--- config.mk ---
export PLATFORM = sky130hd
export DESIGN_NAME = mem_port_scheduler
export DESIGN_NICKNAME = d
export VERILOG_FILES = /design/src/rtl/mem_port_scheduler_pkg.sv /design/src/rtl/request_order_queue.sv /design/src/rtl/mem_port_scheduler.sv
export SDC_FILE = /design/constraint.sdc
export NUM_CORES = 1
export LEC_CHECK = 0
export CAP_MARGIN = 20
export CORE_UTILIZATION = 40
export CTS_BUF_LIST = sky130_fd_sc_hd__clkbuf_8
export DETAILED_ROUTE_END_ITERATION = 8
export REMOVE_ABC_BUFFERS = 1
export SETUP_SLACK_MARGIN = 0.3
export SLEW_MARGIN = 10
export SYNTH_ARGS = -nofsm -noshare
export SYNTH_HDL_FRONTEND = slang
export SYNTH_SLANG_ARGS = --single-unit
--- constraint.sdc ---
create_clock -name clock -period 4.15 [get_ports clock]
set_input_delay 0.6225 -clock clock [delete_from_list [all_inputs] [get_ports clock]]
set_output_delay 0.6225 -clock clock [all_outputs]
set_load 0.02 [all_outputs]
--- src/rtl/mem_port_scheduler_pkg.sv ---
// -----------------------------------------------------------------------------
// mem_port_scheduler_pkg
//   Shared definitions for the main-memory port scheduler:
//   - FSM state encoding (IDLE=0, GRANT=1, RELEASE=2)
//   - ceil-log2 helper (minimum result 1) used to size IDs and counters
//   - default grant-hold limit for the optional timeout
// -----------------------------------------------------------------------------
package mem_port_scheduler_pkg;

  typedef enum logic [1:0] {
    IDLE    = 2'd0,
    GRANT   = 2'd1,
    RELEASE = 2'd2
  } sched_state_t;

  localparam int DEFAULT_TIMEOUT_CYCLES = 64;

  // Bits needed to hold values 0..value-1; never less than 1.
  function automatic int log2c(input int value);
    int bits;
    bits = 1;
    for (int b = 1; b < 31; b++) begin
      if ((1 << b) < value) bits = b + 1;
    end
    return bits;
  endfunction

endpackage

--- src/rtl/request_order_queue.sv ---
// -----------------------------------------------------------------------------
// request_order_queue
//   Circular queue of channel IDs in arrival order. Several channels may be
//   enqueued on the same edge (written in ascending index order); one entry
//   may be popped per edge. Each channel holds at most one entry, so the
//   queue (depth NUM_CACHES) cannot overflow.
//
// Ports
//   clock    in   rising-edge clock
//   reset    in   asynchronous active-low reset (empties the queue)
//   enq      in   NUM_CACHES  channels to append this edge (must not be queued)
//   pop      in   remove head this edge (caller only pops when !empty)
//   head_id  out  ID_BITS     channel at the head of the queue
//   empty    out  queue holds no entries
//   count    out  ID_BITS+1   number of entries
//   queued   out  NUM_CACHES  per-channel "has an entry" bitmap
// -----------------------------------------------------------------------------
module request_order_queue
  import mem_port_scheduler_pkg::*;
#(
  parameter int  NUM_CACHES = 4,
  localparam int ID_BITS    = log2c(NUM_CACHES)
) (
  input  logic                  clock,
  input  logic                  reset,
  input  logic [NUM_CACHES-1:0] enq,
  input  logic                  pop,
  output logic [ID_BITS-1:0]    head_id,
  output logic                  empty,
  output logic [ID_BITS:0]      count,
  output logic [NUM_CACHES-1:0] queued
);

  logic [ID_BITS-1:0]    entry_q [NUM_CACHES];
  logic [ID_BITS-1:0]    entry_d [NUM_CACHES];
  logic [ID_BITS-1:0]    head_q;
  logic [ID_BITS-1:0]    tail_q;
  logic [ID_BITS-1:0]    tail_d;
  logic [ID_BITS:0]      count_q;
  logic [ID_BITS:0]      n_enq;
  logic [NUM_CACHES-1:0] queued_q;
  logic [NUM_CACHES-1:0] pop_mask;

  // Pointer advance with an explicit wrap so non-power-of-2 depths work.
  function automatic logic [ID_BITS-1:0] ptr_inc(input logic [ID_BITS-1:0] p);
    if (p == ID_BITS'(NUM_CACHES - 1)) return '0;
    return p + ID_BITS'(1);
  endfunction

  assign head_id = entry_q[head_q];
  assign empty   = (count_q == '0);
  assign count   = count_q;
  assign queued  = queued_q;

  // Walk the request vector low to high so same-edge arrivals land in
  // ascending index order starting at the current tail.
  always_comb begin
    logic [ID_BITS-1:0] ptr;
    ptr     = tail_q;
    n_enq   = '0;
    entry_d = entry_q;
    for (int i = 0; i < NUM_CACHES; i++) begin
      if (enq[i]) begin
        entry_d[ptr] = ID_BITS'(i);
        ptr          = ptr_inc(ptr);
        n_enq        = n_enq + (ID_BITS + 1)'(1);
      end
    end
    tail_d = ptr;
  end

  always_comb begin
    pop_mask = '0;
    if (pop) pop_mask[head_id] = 1'b1;
  end

  // ---- storage boundary: entry contents are only meaningful between head
  // and tail, so they carry no reset ----
  always_ff @(posedge clock) begin
    entry_q <= entry_d;
  end

  // ---- control boundary: pointers, occupancy and bitmap ----
  always_ff @(posedge clock or negedge reset) begin
    if (!reset) begin
      head_q   <= '0;
      tail_q   <= '0;
      count_q  <= '0;
      queued_q <= '0;
    end else begin
      tail_q   <= tail_d;
      if (pop) head_q <= ptr_inc(head_q);
      count_q  <= count_q + n_enq - (ID_BITS + 1)'(pop);
      queued_q <= (queued_q & ~pop_mask) | enq;
    end
  end

endmodule

--- src/rtl/mem_port_scheduler.sv ---
// -----------------------------------------------------------------------------
// mem_port_scheduler
//   Shares the single main-memory port among NUM_CACHES cache channels in
//   strict arrival order. A channel is granted until memory pulses done,
//   then one turnaround cycle (RELEASE) separates consecutive grants.
//   A channel still requesting after its grant re-enters at the queue tail.
//
//   Optional feature macro: MEM_SCHED_TIMEOUT_EN
//     When defined, a grant held TIMEOUT_CYCLES cycles without done is
//     revoked, timeout_err pulses for one cycle, and the revoked channel is
//     ignored until its req drops and rises again.
//
// Ports
//   clock        in   rising-edge clock
//   reset        in   asynchronous active-low reset
//   req          in   NUM_CACHES  level request per channel
//   done         in   one-cycle pulse from memory ending the current access
//   grant        out  NUM_CACHES  one-hot grant (registered)
//   grant_valid  out  any grant active (registered)
//   grant_id     out  ID_BITS     index of granted channel, 0 when none
//   queue_count  out  ID_BITS+1   channels waiting (excludes granted one)
//   timeout_err  out  forced-revoke pulse (MEM_SCHED_TIMEOUT_EN only)
// -----------------------------------------------------------------------------
module mem_port_scheduler
  import mem_port_scheduler_pkg::*;
#(
  parameter int  NUM_CACHES     = 4,
  parameter int  TIMEOUT_CYCLES = DEFAULT_TIMEOUT_CYCLES,
  localparam int ID_BITS        = log2c(NUM_CACHES)
) (
  input  logic                  clock,
  input  logic                  reset,
  input  logic [NUM_CACHES-1:0] req,
  input  logic                  done,
  output logic [NUM_CACHES-1:0] grant,
  output logic                  grant_valid,
  output logic [ID_BITS-1:0]    grant_id,
  output logic [ID_BITS:0]      queue_count
`ifdef MEM_SCHED_TIMEOUT_EN
  ,
  output logic                  timeout_err
`endif
);

  sched_state_t          state_q;
  sched_state_t          state_d;
  logic [NUM_CACHES-1:0] grant_d;
  logic [ID_BITS-1:0]    grant_id_d;
  logic                  grant_valid_d;
  logic                  pop;
  logic [NUM_CACHES-1:0] enq_mask;
  logic [ID_BITS-1:0]    head_id;
  logic                  q_empty;
  logic [NUM_CACHES-1:0] queued;

`ifdef MEM_SCHED_TIMEOUT_EN
  localparam int               CNT_W     = log2c(TIMEOUT_CYCLES);
  localparam logic [CNT_W-1:0] HOLD_LAST = CNT_W'(TIMEOUT_CYCLES - 1);

  logic [CNT_W-1:0]      hold_cnt;
  logic [NUM_CACHES-1:0] blocked;
  logic                  revoke;

  // A revoked channel stays out of the queue until it withdraws its request.
  assign enq_mask = req & ~queued & ~grant & ~blocked;
`else
  // Timeout support compiled out; the limit is accepted but has no effect.
  localparam int unused_timeout_cycles = TIMEOUT_CYCLES;

  assign enq_mask = req & ~queued & ~grant;
`endif

  request_order_queue #(
    .NUM_CACHES (NUM_CACHES)
  ) u_order_queue (
    .clock   (clock),
    .reset   (reset),
    .enq     (enq_mask),
    .pop     (pop),
    .head_id (head_id),
    .empty   (q_empty),
    .count   (queue_count),
    .queued  (queued)
  );

  // Next-state and next-grant decode.
  always_comb begin
    state_d       = state_q;
    grant_d       = grant;
    grant_id_d    = grant_id;
    grant_valid_d = grant_valid;
    pop           = 1'b0;
`ifdef MEM_SCHED_TIMEOUT_EN
    revoke        = 1'b0;
`endif
    case (state_q)
      IDLE: begin
        // The head is popped either way; a head whose requester has gone
        // away is simply dropped and costs this cycle.
        if (!q_empty) begin
          pop = 1'b1;
          if (req[head_id]) begin
            state_d          = GRANT;
            grant_d          = '0;
            grant_d[head_id] = 1'b1;
            grant_id_d       = head_id;
            grant_valid_d    = 1'b1;
          end
        end
      end
      GRANT: begin
        if (done) begin
          state_d       = RELEASE;
          grant_d       = '0;
          grant_id_d    = '0;
          grant_valid_d = 1'b0;
        end
`ifdef MEM_SCHED_TIMEOUT_EN
        else if (hold_cnt == HOLD_LAST) begin
          state_d       = RELEASE;
          grant_d       = '0;
          grant_id_d    = '0;
          grant_valid_d = 1'b0;
          revoke        = 1'b1;
        end
`endif
      end
      RELEASE: state_d = IDLE;
      default: begin
        state_d       = IDLE;
        grant_d       = '0;
        grant_id_d    = '0;
        grant_valid_d = 1'b0;
      end
    endcase
  end

  // ---- grant register boundary ----
  always_ff @(posedge clock or negedge reset) begin
    if (!reset) begin
      state_q     <= IDLE;
      grant       <= '0;
      grant_valid <= 1'b0;
      grant_id    <= '0;
    end else begin
      state_q     <= state_d;
      grant       <= grant_d;
      grant_valid <= grant_valid_d;
      grant_id    <= grant_id_d;
    end
  end

`ifdef MEM_SCHED_TIMEOUT_EN
  // ---- hold counter boundary: counts completed grant cycles, zero outside
  // GRANT so each new grant starts from 0 ----
  always_ff @(posedge clock or negedge reset) begin
    if (!reset) begin
      hold_cnt    <= '0;
      blocked     <= '0;
      timeout_err <= 1'b0;
    end else begin
      hold_cnt    <= (state_q == GRANT) ? hold_cnt + CNT_W'(1) : '0;
      blocked     <= (blocked & req) | (revoke ? grant : '0);
      timeout_err <= revoke;
    end
  end
`endif

endmodule

==> flow_summary.toml, run 1 <==
[run]
count_of_maximum_capacitance_violations = 0

[finish]
drive_gt1_frac = 0.122
layout-area-overhead-vs-synth_pct = 17.8
diodes = 0
post-route-util = 0.495
num-nets-final = 239
num-fill-cells = 404
final_common_cell = "sky130_fd_sc_hd__nand2_1"
most-common-layout-cells = "26 x sky130_fd_sc_hd__nand2_1, 25 x sky130_fd_sc_hd__ha_1, 20 x sky130_fd_sc_hd__dfrtp_1"

[worst_setup_path]
worstSetupPathType = "input port to flip-flop"
crit_path_arrival_time_ns = 3.77
cpLargestDelayFamily = "adder cells"
crit_path_max_fanout = 13
critPathSlowestCell = "sky130_fd_sc_hd__clkdlybuf4s50_1"
worstSetupStartpointType = "input port"
required_ns = 4.35
crit_path_end_kind = "flip-flop"
timing.critical_path.buf_inv = 2
critical_path_most_common_cell = "sky130_fd_sc_hd__ha_1"
worstPathCellList = "clkdlybuf4s50_1 > nor3b_1 > buf_4 > ha_1 > xor2_1 > ha_1 > a21oi_1 > ha_1 > fa_1 > xor2_1 > xnor2_1 > xnor2_1"
cp_slowest_stage_delay_ns = 0.49
worst-r2r-cell-count = 11
critical_path_cell_count = 12

[synth]
post_synth_inst_count = 184
synth.avg_cell_area_um2 = 10.1
seq_total_area_yosys = 0.356
async_sr_flop_fraction = 0.714
post_synthesis_cell_area_um2 = 1850
synthFlopType = "sky130_fd_sc_hd__dfrtp_1"
yosys_warns = 0
synth-edff-count = 0
netlist-cell-type-count = 38
postSynthRegisterBits = 28

[power_and_ir_drop]
pwr_density_cell_nw_per_um2 = 941
peak_supply_drop_uv = 351
totalPowerFinal_w = 0.00206
leakagePower_nw = 1.04

[sta]
report.final.hold_viol_count = 0
finalCriticalPeriod_ns = 3.56
timing.final.crit_share = 0.859
finClkSkew_ns = 0.00453
worst_slew_pin_slew_ns = 0.736
timing.final.max_slew_violations = 0
slew-limit-headroom = 0.508
final-setup-viol-count = 0
timing.setup.tns_ns = 0
fmax_ghz = 0.281
setup_repair_after_global_routing_missed_its_margin = "false"

[route]
route.detailed.drc = 0
wl_mm = 3.96
number_of_drc_violations_after_detailed_routing_iteration_0 = 60
post_drt_wl_per_cell_um = 15.4
ant_nets = 0
detail_route.first_pass.iterations = 4
post_drt_via_cell_ratio = 5.26
vias = 1353

[floorplan]
die-width_um = 70.1
floorplan.initialDensity = 0.420
pin_count = 17
area_of_the_core_um2 = 4410
die_height_um = 70.1
die-area_um2 = 4910
floorplan.rows = 24

[outcome]
run_status = "finished, final reports clean"

[global_routing]
global_route.usage.total = 0.173
grt_antenna_before_repair = 0
grt_overflow_total = 0
wire_length_of_the_first_global_routing_pass_mm = 6.71
grt_max_degree = 21
first_global_vias = 1414

[worst_hold_path]
hold_class = "flip-flop to flip-flop"
worstHoldPathCells = 1

[placement]
hpwlAfterDp_mm = 3.11
port-buffer-count = 16
finalWeightedCongestion = 0.829

[cts]
numCtsBuffers = 3
clock_tree.root_cell = "sky130_fd_sc_hd__clkbuf_8"
clock_latency_ns = 0.27
clk_path_buf_depth = 2
htree_levels = 1
clk_pin_slew_ns = 0.10
cts_tree = "done"
cts_num_sinks = 28
post_cts_buffers = 0
## metrics by stage
stage / area (um2) / instances / hold slack, ns / setup slack [ns]
CTS: 2160 / 256 / 0.492 / 0.515
detailed placement: 2090 / 252 / 0.470 / 0.230
finish: 2180 / 257 / 0.485 / 0.587
global placement: 2090 / 252 / 0.462 / 0.374
global route: 2180 / 257 / 0.517 / 0.400
floorplan: 1830 / 180 / 0.327 / 0.301
## per-layer routing
layer  part of all wire  GRT usage
met1               0.46      0.212
met2               0.50      0.310
met3              0.034     0.0346
met4             0.0099     0.0422
met5                  0          0
## layout make-up
type	instances	area [um2]	share of cell area
clock inverters	1	30.0	0.0137
clock buffers	3	41.3	0.0189
inverters	18	67.6	0.0309
repair buffers	21	205	0.0939
flip-flops and latches	28	661	0.302
well taps	52	65.1	0.0298
multi-input cells	134	1110	0.510
## cells by family (layout without fill, tap and decap cells)
group / Yosys count / in the layout / share of synthesized area
AOI/OAI and AO/OA: 27 / 27 / 0.126
xor gates and xnor gates: 11 / 11 / 0.0560
adders and majority gates: 26 / 26 / 0.179
buffers and inverters: 22 / 43 / 0.0486
DFF: 28 / 28 / 0.356
muxes: 11 / 11 / 0.0776
and+or+nand+nor: 59 / 59 / 0.157
## registers in the layout, summed over array words and instances, names as in the netlist
name and cells:
u_order_queue.queued 4, grant 4, grant_valid 1, u_order_queue.count 3
grant_id 2, u_order_queue.head_q 2, u_order_queue.tail_q 2, state_q 2
u_order_queue.entry_q 8
## final timing paths
| kind | from | end | slack [ns] |
|---|---|---|---|
| max | req[1] | u_order_queue.count[2] | 0.59 |
| min | u_order_queue.queued[3] | u_order_queue.queued[3] | 0.49 |
| min reg2reg | u_order_queue.queued[3] | u_order_queue.queued[3] | 0.49 |
| max reg2reg | grant[1] | u_order_queue.count[2] | 1.03 |
| min in group asynchronous | reset | u_order_queue.count[1] | 0.58 |
| max in group asynchronous | reset | u_order_queue.queued[3] | 3.15 |
## report_power, final
group	internal [W]	switching [W]	total (W)
registers	0.000412	0.0000996	0.000512
logic	0.000613	0.000717	0.00133
clock network	0.000129	0.0000859	0.000215
## repair_timing
action                     in CTS  in global routing
setup endpoints to repair       0                  3
resized for setup               0                  1
hold endpoints to repair        0                  0
hold buffers                    0                  0
## synth_stat cells, types with 3 or more instances
cell	instances	area (um2)
sky130_fd_sc_hd__xor2_1	3	26.3
sky130_fd_sc_hd__nand2_1	26	97.6
sky130_fd_sc_hd__clkbuf_1	3	11.3
sky130_fd_sc_hd__mux2i_1	5	50.1
sky130_fd_sc_hd__dfrtp_1	20	500
sky130_fd_sc_hd__mux2_2	3	33.8
sky130_fd_sc_hd__inv_1	18	67.6
sky130_fd_sc_hd__nand3_1	12	60.1
sky130_fd_sc_hd__a22o_1	9	78.8
sky130_fd_sc_hd__dfxtp_1	8	160
sky130_fd_sc_hd__xnor2_1	7	61.3
sky130_fd_sc_hd__nor3b_1	3	22.5
sky130_fd_sc_hd__ha_1	25	313
sky130_fd_sc_hd__nor2_1	7	26.3
No activity file was read; power rests on OpenSTA's default activity.
==> run 2: changes to the inputs <==
--- a/config.mk
+++ b/config.mk
@@ -8,6 +8,7 @@
 export CAP_MARGIN = 20
 export CORE_UTILIZATION = 40
 export CTS_BUF_LIST = sky130_fd_sc_hd__clkbuf_8
+export CTS_CLUSTER_SIZE = 10
 export DETAILED_ROUTE_END_ITERATION = 8
 export REMOVE_ABC_BUFFERS = 1
 export SETUP_SLACK_MARGIN = 0.3
==> results of run 2 <==
Same layout as run 1: the final DEF is identical, and so are final timing and power.
